### config.mk
export PLATFORM = sky130hd
export DESIGN_NAME = rem_sym_scheduler
export DESIGN_NICKNAME = d
export VERILOG_FILES = /design/src/rtl/rem_sym_scheduler.sv
export SDC_FILE = /design/constraint.sdc
export NUM_CORES = 1
export LEC_CHECK = 0
export CORE_MARGIN = 1
export CORE_UTILIZATION = 50
export DETAILED_ROUTE_END_ITERATION = 6
export GPL_TIMING_DRIVEN = 0
export PLACE_DENSITY = 0.83
export SLEW_MARGIN = 40
export SYNTH_ARGS = -nofsm -noshare
export SYNTH_HDL_FRONTEND = slang
export SYNTH_SLANG_ARGS = --single-unit
export TNS_END_PERCENT = 1
### constraint.sdc
create_clock -name CLK_RE -period 3.9 [get_ports CLK_RE]
set_clock_uncertainty 0.05 [all_clocks]
set_input_delay 0.39 -clock CLK_RE [delete_from_list [all_inputs] [get_ports CLK_RE]]
set_output_delay 0.39 -clock CLK_RE [all_outputs]
set_load 0.05 [all_outputs]
### src/rtl/rem_sym_scheduler.sv
// rem_sym_scheduler: for each symbol of a slot, walks the allocated
// subcarriers of the FFT symbol memory once. For DMRS symbols it also walks
// the DMRS memory. It waits for a free downstream ping-pong half before each
// symbol. Every output is registered and decoded from the next-state values,
// so the outputs line up with the state that produces them.
module rem_sym_scheduler #(
    parameter int ADDR_W      = 11,
    parameter int DMRS_ADDR_W = 10
) (
    input  logic                   CLK_RE,
    input  logic                   RST_RE,
    input  logic                   Start,
    input  logic                   Abort,
    input  logic [ADDR_W-1:0]      N_sc,
    input  logic [6:0]             N_rb,
    input  logic [3:0]             Sym_Start,
    input  logic [3:0]             Sym_End,
    input  logic [13:0]            Dmrs_Map,
    input  logic                   Buf_Free,
    output logic [ADDR_W-1:0]      Rd_addr,
    output logic [DMRS_ADDR_W-1:0] Dmrs_addr,
    output logic                   Rd_Valid,
    output logic                   Src_Sel,
    output logic [3:0]             Sym_Idx,
    output logic                   Sym_Done,
    output logic                   RE_Done,
    output logic                   Busy,
    output logic                   Cfg_Err
);

    // RE counter width; the largest legal allocation is 85 RB * 12 = 1020 REs.
    localparam int K_W       = 12;
    // Wide enough that N_sc + 12*N_rb cannot wrap before the range check.
    localparam int SUM_W     = (ADDR_W + 1 > K_W) ? ADDR_W + 1 : K_W;
    localparam int MAX_RB    = 85;
    localparam int SC_PER_RB = 12;
    localparam int LAST_SYM  = 13;

    typedef enum logic [2:0] {
        IDLE,
        WAIT_BUF,
        STREAM,
        SYM_END,
        DONE
    } state_t;

    state_t           state_q, state_d;
    logic [K_W-1:0]   k_q, k_d;
    logic [3:0]       sym_q, sym_d;

    // Slot configuration captured on an accepted Start.
    logic [ADDR_W-1:0] cfg_n_sc;
    logic [K_W-1:0]    cfg_last_k;
    logic [3:0]        cfg_sym_end;
    logic [13:0]       cfg_dmrs_map;
    logic              load_cfg;

    logic [SUM_W-1:0]  re_count;
    logic              cfg_bad;

    logic [ADDR_W-1:0]      rd_addr_d;
    logic [DMRS_ADDR_W-1:0] dmrs_addr_d;
    logic                   rd_valid_d;
    logic                   src_sel_d;
    logic [3:0]             sym_idx_d;
    logic                   sym_done_d;
    logic                   re_done_d;
    logic                   busy_d;
    logic                   cfg_err_d;

    // Validate the requested allocation before it is allowed to start a slot.
    always_comb begin
        re_count = SUM_W'(N_rb) * SUM_W'(SC_PER_RB);
        cfg_bad  = (N_rb == 7'd0)
                || (N_rb > 7'(MAX_RB))
                || (Sym_Start > Sym_End)
                || (Sym_End > 4'(LAST_SYM))
                || ((SUM_W'(N_sc) + re_count) > SUM_W'(2 ** ADDR_W));
    end

    // Next-state logic followed by decode of the registered outputs.
    always_comb begin
        // NOTE: every signal gets a default before the case statement, so no
        // path through this block can leave a value unassigned and infer a latch.
        state_d     = state_q;
        k_d         = k_q;
        sym_d       = sym_q;
        load_cfg    = 1'b0;
        cfg_err_d   = 1'b0;
        rd_valid_d  = 1'b0;
        rd_addr_d   = '0;
        dmrs_addr_d = '0;
        src_sel_d   = 1'b0;

        case (state_q)
            IDLE: begin
                if (Start && !Abort) begin
                    if (cfg_bad) begin
                        cfg_err_d = 1'b1;
                    end else begin
                        load_cfg = 1'b1;
                        sym_d    = Sym_Start;
                        k_d      = '0;
                        state_d  = WAIT_BUF;
                    end
                end
            end
            WAIT_BUF: begin
                if (Buf_Free) begin
                    k_d     = '0;
                    state_d = STREAM;
                end
            end
            STREAM: begin
                if (k_q == cfg_last_k) begin
                    state_d = SYM_END;
                end else begin
                    k_d = k_q + K_W'(1);
                end
            end
            SYM_END: begin
                if (sym_q == cfg_sym_end) begin
                    state_d = DONE;
                end else begin
                    sym_d   = sym_q + 4'd1;
                    state_d = WAIT_BUF;
                end
            end
            DONE: begin
                state_d = IDLE;
            end
            default: begin
                state_d = IDLE;
            end
        endcase

        // Abort beats every other transition, including a Start in IDLE.
        if (Abort) begin
            state_d   = IDLE;
            cfg_err_d = 1'b0;
            load_cfg  = 1'b0;
        end

        if (state_d == STREAM) begin
            rd_valid_d = 1'b1;
            rd_addr_d  = ADDR_W'(SUM_W'(cfg_n_sc) + SUM_W'(k_d));
            src_sel_d  = cfg_dmrs_map[sym_d];
            if (src_sel_d) begin
                dmrs_addr_d = k_d[DMRS_ADDR_W-1:0];
            end
        end
        sym_done_d = (state_d == SYM_END);
        re_done_d  = (state_d == DONE);
        busy_d     = (state_d != IDLE);
        sym_idx_d  = busy_d ? sym_d : 4'd0;
    end

    // State, counters and registered outputs.
    always_ff @(posedge CLK_RE or posedge RST_RE) begin
        // NOTE: sequential state uses non-blocking assignments so every
        // register samples the pre-edge value of every other register.
        if (RST_RE) begin
            state_q   <= IDLE;
            k_q       <= '0;
            sym_q     <= '0;
            Rd_addr   <= '0;
            Dmrs_addr <= '0;
            Rd_Valid  <= 1'b0;
            Src_Sel   <= 1'b0;
            Sym_Idx   <= '0;
            Sym_Done  <= 1'b0;
            RE_Done   <= 1'b0;
            Busy      <= 1'b0;
            Cfg_Err   <= 1'b0;
        end else begin
            state_q   <= state_d;
            k_q       <= k_d;
            sym_q     <= sym_d;
            Rd_addr   <= rd_addr_d;
            Dmrs_addr <= dmrs_addr_d;
            Rd_Valid  <= rd_valid_d;
            Src_Sel   <= src_sel_d;
            Sym_Idx   <= sym_idx_d;
            Sym_Done  <= sym_done_d;
            RE_Done   <= re_done_d;
            Busy      <= busy_d;
            Cfg_Err   <= cfg_err_d;
        end
    end

    // Capture the slot configuration on an accepted Start.
    always_ff @(posedge CLK_RE) begin
        // NOTE: these registers carry no reset because nothing reads them
        // before an accepted Start has written them.
        if (load_cfg) begin
            cfg_n_sc     <= N_sc;
            cfg_last_k   <= K_W'(re_count - SUM_W'(1));
            cfg_sym_end  <= Sym_End;
            cfg_dmrs_map <= Dmrs_Map;
        end
    end

endmodule

; ---- Yosys cells after proc, flatten, opt, wreduce, memory -nomap -nowiden
; Cells that the tools add are included.
[op_classes]
n_addsub = 5
n_mul = 1
div = 0
order_cmp = 5
eq_ne = 8
shifts = 0
mux = 32
bitwise = 0
n_reduce_logical = 9
[op_table]
columns = operator, n
row1 = two-way mux 12 bit, 4
row2 = case mux 12 bit (3 select lines), 1
row3 = two-way mux 10 bit, 2
row4 = two-way mux 3 bit, 6
row5 = two-way mux 4 bit, 4
row6 = adder 11 x 11 -> 12 bit, 1
row7 = "adder 12 x 1 -> 12 bit, second input constant", 1
row8 = equality test 12 bit, 1
row9 = "equality test 3 x 2 -> 1 bit, second input constant", 4
row10 = "greater-than comparator 12 bit, second input constant", 1
row11 = case mux 3 bit (4 select lines), 1
row12 = "subtractor 11 x 1 -> 12 bit, second input constant", 1
row13 = adder 11 bit, 1
row14 = two-way mux 1 bit, 11
row15 = two-way mux 11 bit, 1
row16 = "multiplier 7 x 2 -> 9 bit, second input constant", 1
row17 = case mux 4 bit (2 select lines), 1
row18 = "greater-than comparator 7 bit, second input constant", 1
row19 = zero test 7 bit, 1
row20 = "less-than comparator 4 x 5 -> 1 bit, second input constant", 1
row21 = "adder 4 x 1 -> 4 bit, second input constant", 1
row22 = binary-select mux 1 bit (select 4 bit), 1
row23 = equality test 4 bit, 1
row24 = greater-than comparator 4 bit, 1
row25 = 8 further kinds, 11
[totals]
ff_bits = 91
latch_bits = 0
ram_bits = 0
mem_bits_ro = 0
input_bits = 45
out_inout_bits = 31
memories = 0

; ---- Longest topological paths before layout
[logic_depth]
ltp_word = 12
mapped_depth = 32
mapped_depth_nobuf = 31

; ---- Worst setup path after synthesis
; OpenSTA, ideal clock, no wires.
[synth_timing]
kind = in2reg
start = in N_rb[1]
end = reg Rd_addr[10]
setup_time_ns = 0.078
t_arrival_ns = 6.079
slack_ns = -2.308
stages = 32
n_path_buf = 1
path_cell_list = inv_1 ha_1 nor2b_1 o21ai_0 nand2b_1 nor2b_1 o21ai_0 nand2b_1 xnor2_1 ha_1 mux2i_1 a2111oi_4 o211ai_1 and4b_2 and4b_1 or2_2 clkbuf_1 nand4_1 mux2_2 ha_1 inv_1 fa_1 nor2b_1 o21ai_0 a21boi_0 o21ai_0 a21boi_0 o21ai_0 a21boi_0 or4b_2 a31o_2 a21oi_1
[synth_between]
word_cells_on_any_way = 19
classes_between = 2 x add/sub / 1 x mul / 2 x order compare / 1 x eq/ne / 8 x mux / 5 x reduce/logical
[synth_lines]
columns = item, line_no
row1 = "start, declared", 15  ; input logic [6:0] N_rb,
row2 = branches (longest 4 deep; another with adder 11 x 11 -> 12 bit), -
row3 = logical OR 1 bit *, 78  ; || ((SUM_W'(N_sc) + re_count) > SUM_W'(2 ** ADDR_W));
row4 = two-way mux 12 bit *, 98  ; if (cfg_bad) begin
row5 = two-way mux 12 bit *, 97  ; if (Start && !Abort) begin
row6 = case mux 12 bit (3 select lines) *, 95  ; case (state_q)
row7 = named net k_d[0], 48  ; logic [K_W-1:0] k_q, k_d;
row8 = adder 11 bit *, 146  ; rd_addr_d = ADDR_W'(SUM_W'(cfg_n_sc) + SUM_W'(k_d));
row9 = two-way mux 11 bit *, 144  ; if (state_d == STREAM) begin
row10 = named net rd_addr_d[10], 61  ; logic [ADDR_W-1:0] rd_addr_d;
row11 = "end signal, assigned", 179  ; Rd_addr <= rd_addr_d;
row12 = "end, declared", 20  ; output logic [ADDR_W-1:0] Rd_addr,
; Mark *: on every way through the listed nets, which the timed path passes.
; A chain may end at the register's enable or synchronous reset.

; ---- Worst setup path in the final report
; Ends and elaborated chain as after synthesis.

==> flow_summary.yaml <==
final_layout:
  area_delta_synth_final_pct: 31.68
  final_cell_mix: "clkdlybuf4s50_1, dfrtp_1, edfxtp_1"
  drive_gt1_share_pct: 21.06
  utilization_pct: 67.65
  n_fill_cell: 767
  design_area_um2: 6953
  layout_commonest_cell: "clkdlybuf4s50_1"
  diodes: 0
  final_net_count: 688
clock_tree:
  h-tree-depth: 3
  worstSkewPairLatency_ps: 380
  root_buffer: "clkbuf_8"
  ctsHoldBuffers: 0
  clkTransAtPathRegs_ps: 90
  cts_buffer_depth: 2
  clkSinkCount: 89
  numCtsBuffers: 9
  tritoncts: "done"
place:
  place_area_um2: 6270
  place_hpwl_mm: 9.043
  gp_congestion: 0.9000
  portBuffers: 75
  place_ws_ps: -3214
drt:
  drc: 0
  ant_nets: 0
  wl_mm: 12.84
  vias: 4251
  drtPass1Iterations: 7
  wl_per_cell_um: 17.37
  vias_per_cell: 5.752
  detail_route.iter0.violations: 302
sta:
  grt_setup_unrepaired: "yes"
  relSlewSlack_pct: 51.84
  finalCritPeriodShare_pct: 149.2
  fin_crit_ps: 5818
  clock.fmax_mhz: 171.9
  hold_violations: 0
  setup_ws_ps: -1918
  drv_slew: 0
  hold_ws_ps: 239.2
  max_slew.worst_pin.slew_ps: 715.7
  setup-violations-final: 25
logic_synthesis:
  synth.distinct_cells: 74
  async_flop_share_pct: 56.18
  synth-edff-count: 39
  seq_area_frac_synth_pct: 45.88
  synthFlopType: "dfrtp_1"
  syn_area_um2: 5280
  synth.top_cell.area_share_pct: 23.70
  yosys.area_share.adder_pct: 11.09
  synth_xor_xnor_area_share_pct: 5.474
  syn_nets: 578
  yosys.area.top_type: "dfrtp_1"
  synth.yosys.warnings: 0
  yosys-mux-area-fraction_pct: 2.133
  synth-simple-area-share_pct: 18.27
  yosys-top-cells-area: "dfrtp_1, edfxtp_1, ha_1"
  synth_top_family_by_area: "simple AND/OR/NAND/NOR gates"
  ys_seq_elements: 89
  synth_compound_area_share_pct: 13.77
  syn_inst: 488
  avgSynthCellArea_um2: 10.82
floorplan:
  io_pins: 76
  start_util_pct: 51.38
  coreArea_um2: 10280
  die-area_um2: 10970
  die_w_um: 104.8
  rows: 37
  die_h_um: 104.8
critical_path:
  cp.arrival_ps: 6070
  cp.required_ps: 4150
  worstSetupPathType: "in -> reg"
  cp_max_fo: 6
  critPathCaptureType: "flop"
  start_kind: "input pin"
  cpMaxStageDelayCell: "or4b_4"
  max_stage_delay_ps: 500
  crit_path_frequent_cell: "o21ai_2"
pwr:
  power_switching_uw: 850.4
  peakVddDrop_mv: 0.1823
  switching_share_pct: 32.16
  clkPwrFrac_pct: 25.2
  intPower_mw: 1.794
  total_power_mw: 2.645
  powerDensity_nw_per_um2: 380.4
  comb_power_share_pct: 32.9
  p_leak_nw: 2.847
  seq_power_share_pct: 41.9
outcome:
  status: "finished, violations left"
  violations: "setup timing"
global_route:
  antenna_found_initial: 0
  grtUsageTotal_pct: 24.20
  grt_max_degree: 40
  first_global_vias: 4286
  grt_pass1_wl_mm: 20.49
  gr-total-overflow: 0
worst_hold_path:
  hold_class: "in -> async"
job:
  cap_viol_max_count: 0
## cells by family after synthesis
logic type / Yosys count
AOI/OAI and AO/OA: 104
xor gates and xnor gates: 33
adders and majority gates: 45
buffers and inverters: 43
DFF: 89
muxes: 11
and+or+nand+nor: 163
## Yosys cell counts (3+ instances only)
cell       n
a21o_1     3
dfrtp_1   50
nor3b_2    7
or2_2      3
edfxtp_1  39
fa_1       3
a21oi_1   30
nor4b_1    3
o22a_1     3
nand4_1    6
nor2_1    35
o31ai_1    3
a31oi_1    5
o21ai_1    4
o211ai_1   6
and2_1     6
nand3_1    7
nor3b_1    5
nor2b_1   13
a21boi_0   3
nor3_1    16
nand2b_1   7
nor4_1     3
xnor2_1   21
and4_1     4
ha_1      42
mux2i_1    9
inv_1     33
o21ai_0   17
nand2_1   26
xor2_1    12
clkbuf_1   5
and3_1     6
## power groups by stage
| stage | Sequential (mW) | Clock, mW | Combinational (mW) |
|---|---|---|---|
| global route | 1.11 | 0.706 | 0.936 |
| detailed placement | 1.12 | 0 | 0.738 |
| floorplan | 1.13 | 0 | 0.515 |
| finish | 1.11 | 0.666 | 0.870 |
| CTS | 1.10 | 0.674 | 0.825 |
| global placement | 1.12 | 0 | 0.701 |
## critical path, delay by kind of cell
family                   cells  cell delay (ps)
AO/OA/AOI/OAI               12             2000
XOR/XNOR                     1              210
adder cells (fa/ha/maj)      4              960
buffers and inverters        3              170
multiplexers                 2              420
AND/OR/NAND/NOR             10             1910
## flip-flops by register name, summed over array words and instances, names as in the netlist
name / cells
RE_Done: 1
Busy: 1
cfg_last_k: 10
cfg_sym_end: 4
Rd_addr: 11
cfg_dmrs_map: 14
cfg_n_sc: 11
Sym_Done: 1
state_q: 3
Src_Sel: 1
Sym_Idx: 4
sym_q: 4
Dmrs_addr: 10
Cfg_Err: 1
Rd_Valid: 1
k_q: 12
## metrics by stage
stage,instances,TNS [ps]
final,739,-18290
after global routing,739,-26970
after CTS,733,-13980
after detailed placement,700,-107180
after global placement,699,-118960
after floorplan,488,-22890
## layout make-up
class	instances	area, µm²	area share, %
Timing Repair Buffer	100	959.7	13.80
Buffer	8	55.05	0.7918
Inverter	34	145.1	2.087
Sequential cell	89	2422	34.84
Multi-Input combinational cell	356	2992	43.03
Clock inverter	2	35.03	0.5039
Tap cell	136	170.2	2.447
Clock buffer	14	173.9	2.501
## metal layers
| metal | GRT usage [%] | part of all wire (%) | up-vias |
|---|---|---|---|
| met5 | 0 | 0 | - |
| met4 | 12.98 | 3.2 | 0 |
| met3 | 3.993 | 4.8 | 35 |
| met2 | 42.43 | 52 | 181 |
| met1 | 28.34 | 40 | 2035 |
| li1 | - | - | 2000 |
## what timing repair did
item	in CTS	in global routing
endpoints found under the setup margin	85	73
setup buffers	18	6
resized for setup	78	17
pin swaps	31	21
## worst paths after layout
path                                 start       endpoint  slack, ps  depth (start not counted)
worst max-delay path               N_rb[1]    Rd_addr[10]      -1920                         32
worst min-delay path                RST_RE       sym_q[3]        240                          2
worst max register to register  state_q[0]    Rd_addr[10]       -440                         19
worst min register to register     k_q[11]        k_q[11]        510                          1
max in group asynchronous           RST_RE   Dmrs_addr[5]       3100                          3
min in group CLK_RE                N_rb[0]  cfg_last_k[3]        300                          2
Note: power is estimated with default switching activity, not from simulation.
